==> src/rtl/cpu_top.sv <==
// cpu_top: 8-bit accumulator CPU with a unified 256x8 memory.
// Define CPU_DEBUG_PORTS_EN to expose PC and ACC on opc/oacc.
package cpu_pkg;
   localparam int pDATA_WIDTH = 8;
   localparam int pMEM_DEPTH  = 2**pDATA_WIDTH;
endpackage

module cpu_mem
   import cpu_pkg::*;
(
   input  logic                   iclk,
   input  logic                   ien,
   input  logic                   iwe,
   input  logic [pDATA_WIDTH-1:0] iaddr,
   input  logic [pDATA_WIDTH-1:0] iwdata,
   output logic [pDATA_WIDTH-1:0] ordata
);
   logic [pMEM_DEPTH-1:0][pDATA_WIDTH-1:0] rmemory_array;
   // holding the read word while disabled gives a stalled state the same data on resume
   always_ff @(posedge iclk)
      if (ien) begin
         if (iwe) rmemory_array[iaddr] <= iwdata;
         ordata <= rmemory_array[iaddr];
      end
endmodule

module cpu_top
   import cpu_pkg::*;
(
   input  logic                   iclk,
   input  logic                   irst_n,
   input  logic                   ien,
   output logic                   ohalt
`ifdef CPU_DEBUG_PORTS_EN
   ,
   output logic [pDATA_WIDTH-1:0] opc,
   output logic [pDATA_WIDTH-1:0] oacc
`endif
);
   typedef logic [pDATA_WIDTH-1:0] word_t;
   typedef enum logic [2:0] {S_IF, S_ID, S_AD, S_RD, S_EX, S_HALT} state_t;
   localparam logic [2:0] OP_HLT = 3'd0, OP_SKZ = 3'd1, OP_ADD = 3'd2, OP_AND = 3'd3,
                          OP_XOR = 3'd4, OP_LDA = 3'd5, OP_STO = 3'd6;
   state_t     state, state_nx;
   word_t      pc, pc_nx, ar, ar_nx, acc, acc_nx, addr, rdata;
   logic [2:0] ir, ir_nx;
   logic       we;

   // reset gates the memory so an STO caught by reset in EX never commits
   cpu_mem u_mem (
      .iclk   (iclk),
      .ien    (ien & irst_n),
      .iwe    (we),
      .iaddr  (addr),
      .iwdata (acc),
      .ordata (rdata)
   );

   always_ff @(posedge iclk)
      if (!irst_n) begin
         state <= S_IF;
         pc    <= '0;
         ir    <= '0;
         ar    <= '0;
         acc   <= '0;
      end else if (ien) begin
         state <= state_nx;
         pc    <= pc_nx;
         ir    <= ir_nx;
         ar    <= ar_nx;
         acc   <= acc_nx;
      end

   always_comb begin
      state_nx = state;
      pc_nx    = pc;
      ir_nx    = ir;
      ar_nx    = ar;
      acc_nx   = acc;
      addr     = pc;
      we       = 1'b0;
      case (state)
         S_IF: state_nx = S_ID;
         S_ID: begin
            ir_nx    = rdata[pDATA_WIDTH-1 -: 3];
            addr     = pc + word_t'(1);
            state_nx = S_AD;
         end
         S_AD: begin
            ar_nx    = rdata;
            state_nx = S_RD;
         end
         S_RD: begin
            addr     = ar;
            state_nx = S_EX;
         end
         S_EX: begin
            addr     = ar;
            pc_nx    = pc + word_t'(2);
            state_nx = S_IF;
            case (ir)
               OP_HLT: begin
                  pc_nx    = pc;
                  state_nx = S_HALT;
               end
               OP_SKZ: pc_nx = pc + ((acc == '0) ? word_t'(4) : word_t'(2));
               OP_ADD: acc_nx = acc + rdata;
               OP_AND: acc_nx = acc & rdata;
               OP_XOR: acc_nx = acc ^ rdata;
               OP_LDA: acc_nx = rdata;
               OP_STO: we = 1'b1;
               default: pc_nx = ar;
            endcase
         end
         default: state_nx = S_HALT;
      endcase
   end

   assign ohalt = state == S_HALT;
`ifdef CPU_DEBUG_PORTS_EN
   assign opc  = pc;
   assign oacc = acc;
`endif
endmodule

==> config.mk <==
export PLATFORM = sky130hd
export DESIGN_NAME = cpu_top
export DESIGN_NICKNAME = d
export VERILOG_FILES = /design/src/rtl/cpu_top.sv
export SDC_FILE = /design/constraint.sdc
export NUM_CORES = 2
export LEC_CHECK = 0
export ABC_AREA = 1
export CAP_MARGIN = 25
export CORE_MARGIN = 3
export CORE_UTILIZATION = 51
export DETAILED_ROUTE_END_ITERATION = 7
export PLACE_DENSITY = 0.75
export SYNTH_ARGS = -nofsm -noshare
export SYNTH_HDL_FRONTEND = slang
export SYNTH_SLANG_ARGS = --single-unit
==> constraint.sdc <==
create_clock -name iclk -period 9.8 [get_ports iclk]
set_input_delay 0.98 -clock iclk [delete_from_list [all_inputs] [get_ports iclk]]
set_output_delay 0.98 -clock iclk [all_outputs]
set_load 0.02 [all_outputs]
# Word level (Yosys, flattened, before mapping)
# Cells that the tools add are included.
[totals]
input_bits = 3
out_inout_bits = 1
ff_bits = 2086
word_cells = 308
[classes]
eq_ne = 11
bitwise = 4
magnitude_cmp = 2
addsub = 4
muxes = 13
reduce_logical = 12
[op_table]
columns = ["cell", "n"]
rows = [
  ["bitwise mux 2048 bit", 1],
  ["binary-select mux 8 bit (select 8 bit)", 1],
  ["demux 8 bit (select 8 bit)", 1],
  ["one-hot mux 8 bit (4 select lines)", 1],
  ["one-hot mux 8 bit (3 select lines)", 1],
  ["two-way mux 8 bit", 2],
  ["one-hot mux 8 bit (2 select lines)", 1],
  ["== test 3 bit, second input constant", 5],
  ["one-hot mux 3 bit (5 select lines)", 1],
  ["== test 3 x 2 -> 1 bit, second input constant", 4],
  ["less-than comparator 8 x 9 -> 1 bit, second input constant", 1],
  ["adder 8 x 1 -> 8 bit, second input constant", 1],
  ["adder 8 x 2 -> 8 bit, second input constant", 1],
  ["adder 8 x 3 -> 8 bit", 1],
  ["adder 8 bit", 1],
  ["AND 8 bit", 1],
  [">= comparator 8 x 1 -> 1 bit, second input constant", 1],
  ["zero test 8 bit", 1],
  ["bitwise XOR 8 bit", 1],
  ["== test 3 x 1 -> 1 bit, second input constant", 2],
  ["zero test 3 bit", 2],
  ["two-way mux 3 bit", 2],
  ["AND reduction 2 bit", 3],
  ["AND reduction 3 bit", 2],
  ["7 further kinds", 8],
]

# Longest topological paths before layout
[depth]
word_depth = 8
ltp_mapped = 23
depth_no_buf = 19

# Hierarchy
# From an unflattened synthesis, not the netlist that was laid out.
[hier_totals]
cells_unflattened = 8372
hier_area_um2 = 87112.3
[modules_own_cells]
columns = ["module", "n_inst", "area_each_um2", "cells_each", "seq_area_each_um2"]
rows = [
  ["cpu_mem", 1, 84742.5, 7988, 61739.2],
  ["cpu_top", 1, 2369.8, 384, 600.6],
]

# Worst setup path after synthesis
# Ideal clock, no wire load.
[synth_path]
path_type = "reg-to-reg"
start = "register acc[1]"
end = "register acc[6]"
period_less_slack_ps = 5284
path_stages_with_launch = 12
setup_slack_ps = 4516
arrival_time_ps = 5198
cell_sequence = "dfxtp_1 -> inv_1 -> fa_1 -> o21ai_0 -> nand2_1 -> nand2_1 -> nand2_1 -> nand2_1 -> a21oi_1 -> xnor2_1 -> nand2_1 -> a31oi_1"
[synth_via]
elab_chain_len = 2
[synth_lines]
columns = ["item", "line_no", "source"]
rows = [
  ["start: declaration", "45", "word_t pc, pc_nx, ar, ar_nx, acc, acc_nx, addr, rdata;"],
  ["start signal: assignment", "71", "acc <= acc_nx;"],
  ["adder 8 bit", "107", "OP_ADD: acc_nx = acc + rdata;"],
  ["one-hot mux 8 bit (4 select lines)", "101", "case (ir)"],
]
# No other way between the ends.
# A chain may end at the register's enable or synchronous reset.

# Worst setup path after layout
[layout_path]
start = "register state[0]"
end = "register u_mem.ordata[7], data pin"
[layout_via]
elab_chain_len = 5
word_cells_on_any_way = 7
classes_between = "eq/ne (3); mux (3); reduce/logical (1)"
[layout_lines]
columns = ["item", "line_no", "source"]
rows = [
  ["start: declaration", "44", "state_t state, state_nx;"],
  ["start signal: assignment", "67", "state <= state_nx;"],
  ["== test 3 bit / == test 3 x 2 -> 1 bit (equally long branches)", "82", "case (state)"],
  ["OR reduction 2 bit (no source line)", "-", ""],
  ["one-hot mux 8 bit (2 select lines) (*)", "82", ""],
  ["binary-select mux 8 bit (select 8 bit) (*)", "23", "ordata <= rmemory_array[iaddr];"],
  ["two-way mux 8 bit (implied by the code) (*)", "23", ""],
  ["end signal: assignment", "23", ""],
  ["end: declaration", "16", "output logic [pDATA_WIDTH-1:0] ordata"],
]
# Mark *: on every way between the ends. The rest lies on a longest branch, timed or not. The select of a mux whose other input is x is not followed.

==> key figures <==
Outcome
  – Status: complete, but fails checks
  – Failing checks: DRC

Setup path
  – Crit Reg-Reg Startpoint: state[0]$_SDFFE_PN0P_
  – Crit path required time: approximately 11 ns
  – Path depth of the worst reg2reg path: 19
  – RR Endpoint: u_mem.ordata[7]$_DFFE_PP_
  – Crit Path Category: register to register
  – CP max FO: 61
  – R2r setup slk: 3.91 ns
  – Critical Path AT: 6.59 ns
  – Crit end category: register
  – CP Launch Type: register

STA
  – Max Slew Vio Count: 0
  – Minimum clock period: ~5.9 ns
  – Slew headroom: 0.2198
  – Fmax: between 150 and 200 MHz
  – Fin Setup TNS: 0 ns
  – RSZ-0062 raised after global routing: false
  – Fin crit share: 0.6014
  – Least-Margin Pin Slew: approximately 1.2 ns
  – Setup Skew: between 0.04 and 0.05 ns
  – Final hold vios: 0
  – Setup-failing EPs final: 0

Hold path
  – Hold Path Stages: 2
  – Worst Hold Class: register to register
  – Startpoint of the worst hold path: pc[7]$_SDFFE_PN0P_
  – Hold endpoint: pc[7]$_SDFFE_PN0P_

Clock tree
  – Clock transition at path regs: about 0.060 ns
  – Total setup buffers inserted after CTS: 0
  – # resized after CTS: 0
  – Hold buffer count at cts: 0
  – CTS tree: built
  – Root buf cell: clkbuf_16
  – Worst skew pair latency: 0.86 ns
  – Cts bufs inserted: slightly below 200
  – Clk sinks: between 2,000 and 2,500
  – H-tree Lvls: 4
  – Max Root-Sink Buffers: 3

Logic synthesis
  – Sequential cell area fraction in the yosys report: 0.7029
  – Synth cell count leaders: nand2_1, edfxtp_1, nor2_1, nand3_1, buf_2
  – Count leader, synth: nand2_1
  – Post-Syn Area: approximately 89,000 µm²
  – Share of the synthesized area in the top cell type: 0.6961
  – Largest area contributor in the netlist: edfxtp_1
  – Synthesized flop and latch total: between 2,000 and 2,500
  – Warnings, synthesis: 0
  – Mapped Cells: ~8,700
  – Yosys cell types: between 40 and 50
  – Number of enable flip-flop cells after synthesis: ~2,100
  – Syn nets: just under 9,000
  – Mapped Avg Cell Area: 10.18 µm²
  – Synth top area cells: edfxtp_1, nand2_1, nand3_1
  – Most used DFF post-synth: edfxtp_1
  – Fraction of registers with async set/reset: 0

Detailed routing
  – Residual DRC: 1
  – Routed Antenna Nets: 0
  – DR WL/cell: 21.83 µm
  – First-pass DRT Iterations: 8
  – Routed vias: 62,570
  – Post-Route WL: ~240 mm
  – DR iter-0 viols: ~8,500
  – Post-DR vias/cell: between 5 and 6

Power
  – Flop pwr share: 0.504
  – Switching Share: 0.2648
  – Clock power frac: 0.376
  – Power per standard cell area: around 200 nW/µm²
  – Pleak: about 40 nW
  – Int Power: between 10 and 15 mW
  – Sw Pwr: 5.115 mW
  – Logic pwr share: 0.120
  – Worst VDD drop: between 0.00015 and 0.0002 V

Place
  – Routability cong.: about 0.9
  – # port buffers: 3
  – DPL Wire Length: approximately 130 mm
  – Placed Area: ~90,000 µm²

Floorplanning
  – Initial Utilization: 0.5147
  – Die ar.: 178,900 µm²
  – Die Y: about 420 µm
  – Die W: 423.0 µm
  – Io pins: 4
  – Core ar.: ~170,000 µm²
  – Cell row count: between 150 and 200

Global routing
  – GRT Resource Usage Total: 0.2627
  – First-pass GRT wire length: around 360 mm
  – GR Overflow Total: 0
  – Initial antenna violation count: 3
  – Vias in the first global route: around 60,000
  – Largest net degree at the start of global routing: 213

Finish
  – Fin area: between 90,000 and 100,000 µm²
  – Share of layout cells above drive strength 1: 0.04496
  – Area of the multi-input gates: roughly 24,000 µm²
  – Nets: ~8,500
  – Register area: just over 60,000 µm²
  – Synth-to-Final Area Change: 8.915%
  – Fillers: between 10,000 and 15,000

Job
  – Max-Cap Viols: 0
per-stage QoR:
| step | instances | util | total power, mW | setup WS [ns] | hold WS, ns |
|---|---|---|---|---|---|
| floorplan | 8711 | - | 11.47 | 4.516 | 0.4505 |
| global placement | 10630 | 0.5241 | 12.13 | 4.024 | 0.4799 |
| detailed placement | 10630 | 0.5247 | 12.16 | 3.984 | 0.4936 |
| CTS | 11000 | 0.5598 | 19.28 | 3.951 | 0.5069 |
| global route | 11010 | 0.5605 | 19.88 | 3.587 | 0.5352 |
| finish | 11010 | 0.5606 | 19.31 | 3.907 | 0.5113 |
worst max-delay path by stage:
stage                               start                        end  slack, ns
detailed placement  state[0]$_SDFFE_PN0P_  u_mem.ordata[6]$_DFFE_PP_       3.98
CTS                 state[0]$_SDFFE_PN0P_  u_mem.ordata[7]$_DFFE_PP_       3.95
finish              state[0]$_SDFFE_PN0P_  u_mem.ordata[7]$_DFFE_PP_       3.91
global route        state[0]$_SDFFE_PN0P_  u_mem.ordata[7]$_DFFE_PP_       3.59
floorplan             acc[1]$_SDFFE_PN0P_        acc[6]$_SDFFE_PN0P_       4.52
global placement    state[0]$_SDFFE_PN0P_  u_mem.ordata[6]$_DFFE_PP_       4.02
cell families after synthesis:
logic type | count (synthesis) | share of synthesized area
adder cells (fa/ha/maj) | 13 | 0.002003
AO/OA/AOI/OAI | 208 | 0.01273
XOR/XNOR | 4 | 0.0003951
flip-flops | 2086 | 0.7029
AND/OR/NAND/NOR | 5841 | 0.2538
buffers and inverters | 559 | 0.02819
area by class of cell:
class                   instances  share of cell area
clock buffers                 259             0.05455
inverters                      89            0.003730
multi-input cells            6066              0.2476
well taps                    2310             0.02992
repair buffers                 86             0.01023
clock inverters               110            0.008186
flip-flops and latches       2086              0.6457
diodes                          4           0.0001036
registers in the layout, summed over array words and instances, names as in the netlist:
name and count:
state 3, u_mem.ordata 8, ir 3, pc 8, ar 8, acc 8, u_mem.rmemory_array 2048
metal layers:
metal | up-vias | track usage | share of wire
li1 | 28240 | - | -
met3 | 622 | 0.05087 | 0.12
met4 | 4 | 0.1129 | 0.045
met1 | 29750 | 0.3589 | 0.37
met2 | 3958 | 0.4137 | 0.46
met5 | - | 0 | 0.00010
power groups by stage:
stage	sequential (mW)	clock (mW)	combinational, mW
detailed placement	9.92	0	2.24
CTS	9.73	7.29	2.26
finish	9.73	7.26	2.32
floorplan	9.93	0	1.54
global placement	9.92	0	2.21
global route	9.73	7.64	2.51
worst max-delay path, cell delays in order (launching register included):
cell and delay [ns]:
dfxtp_1 0.49, nor2_1 0.14, nor2_4 0.37, inv_2 0.11, nand2_4 0.45, buf_4 0.76
buf_4 0.78, buf_4 0.72, nand3_1 0.14, nand2_1 0.16, nand2_1 0.08, nand2_1 0.11
nand2_1 0.05, nand2_1 0.07, o21ai_0 0.20, nand2_1 0.26, nor2_1 0.13, nor2_1 0.39
nor2_1 0.08, nand2_1 0.11
layout by cell type (no fill, tap or decap), types with 9 or more instances in the layout:
cell	Yosys	routed
nand2_2	5	9
dfxtp_1	30	22
ha_1	11	11
clkbuf_16	0	202
edfxtp_1	2056	2056
a21oi_1	43	43
clkinv_2	0	30
clkbuf_1	158	57
nor2_1	458	454
nand4_1	12	12
o21ai_1	69	69
nand3_1	358	357
nand2_1	4984	4978
o21ai_0	67	67
inv_1	78	78
clkinv_1	2	58
buf_4	10	55
buf_12	0	19
No activity file was read; power rests on OpenSTA's default activity.
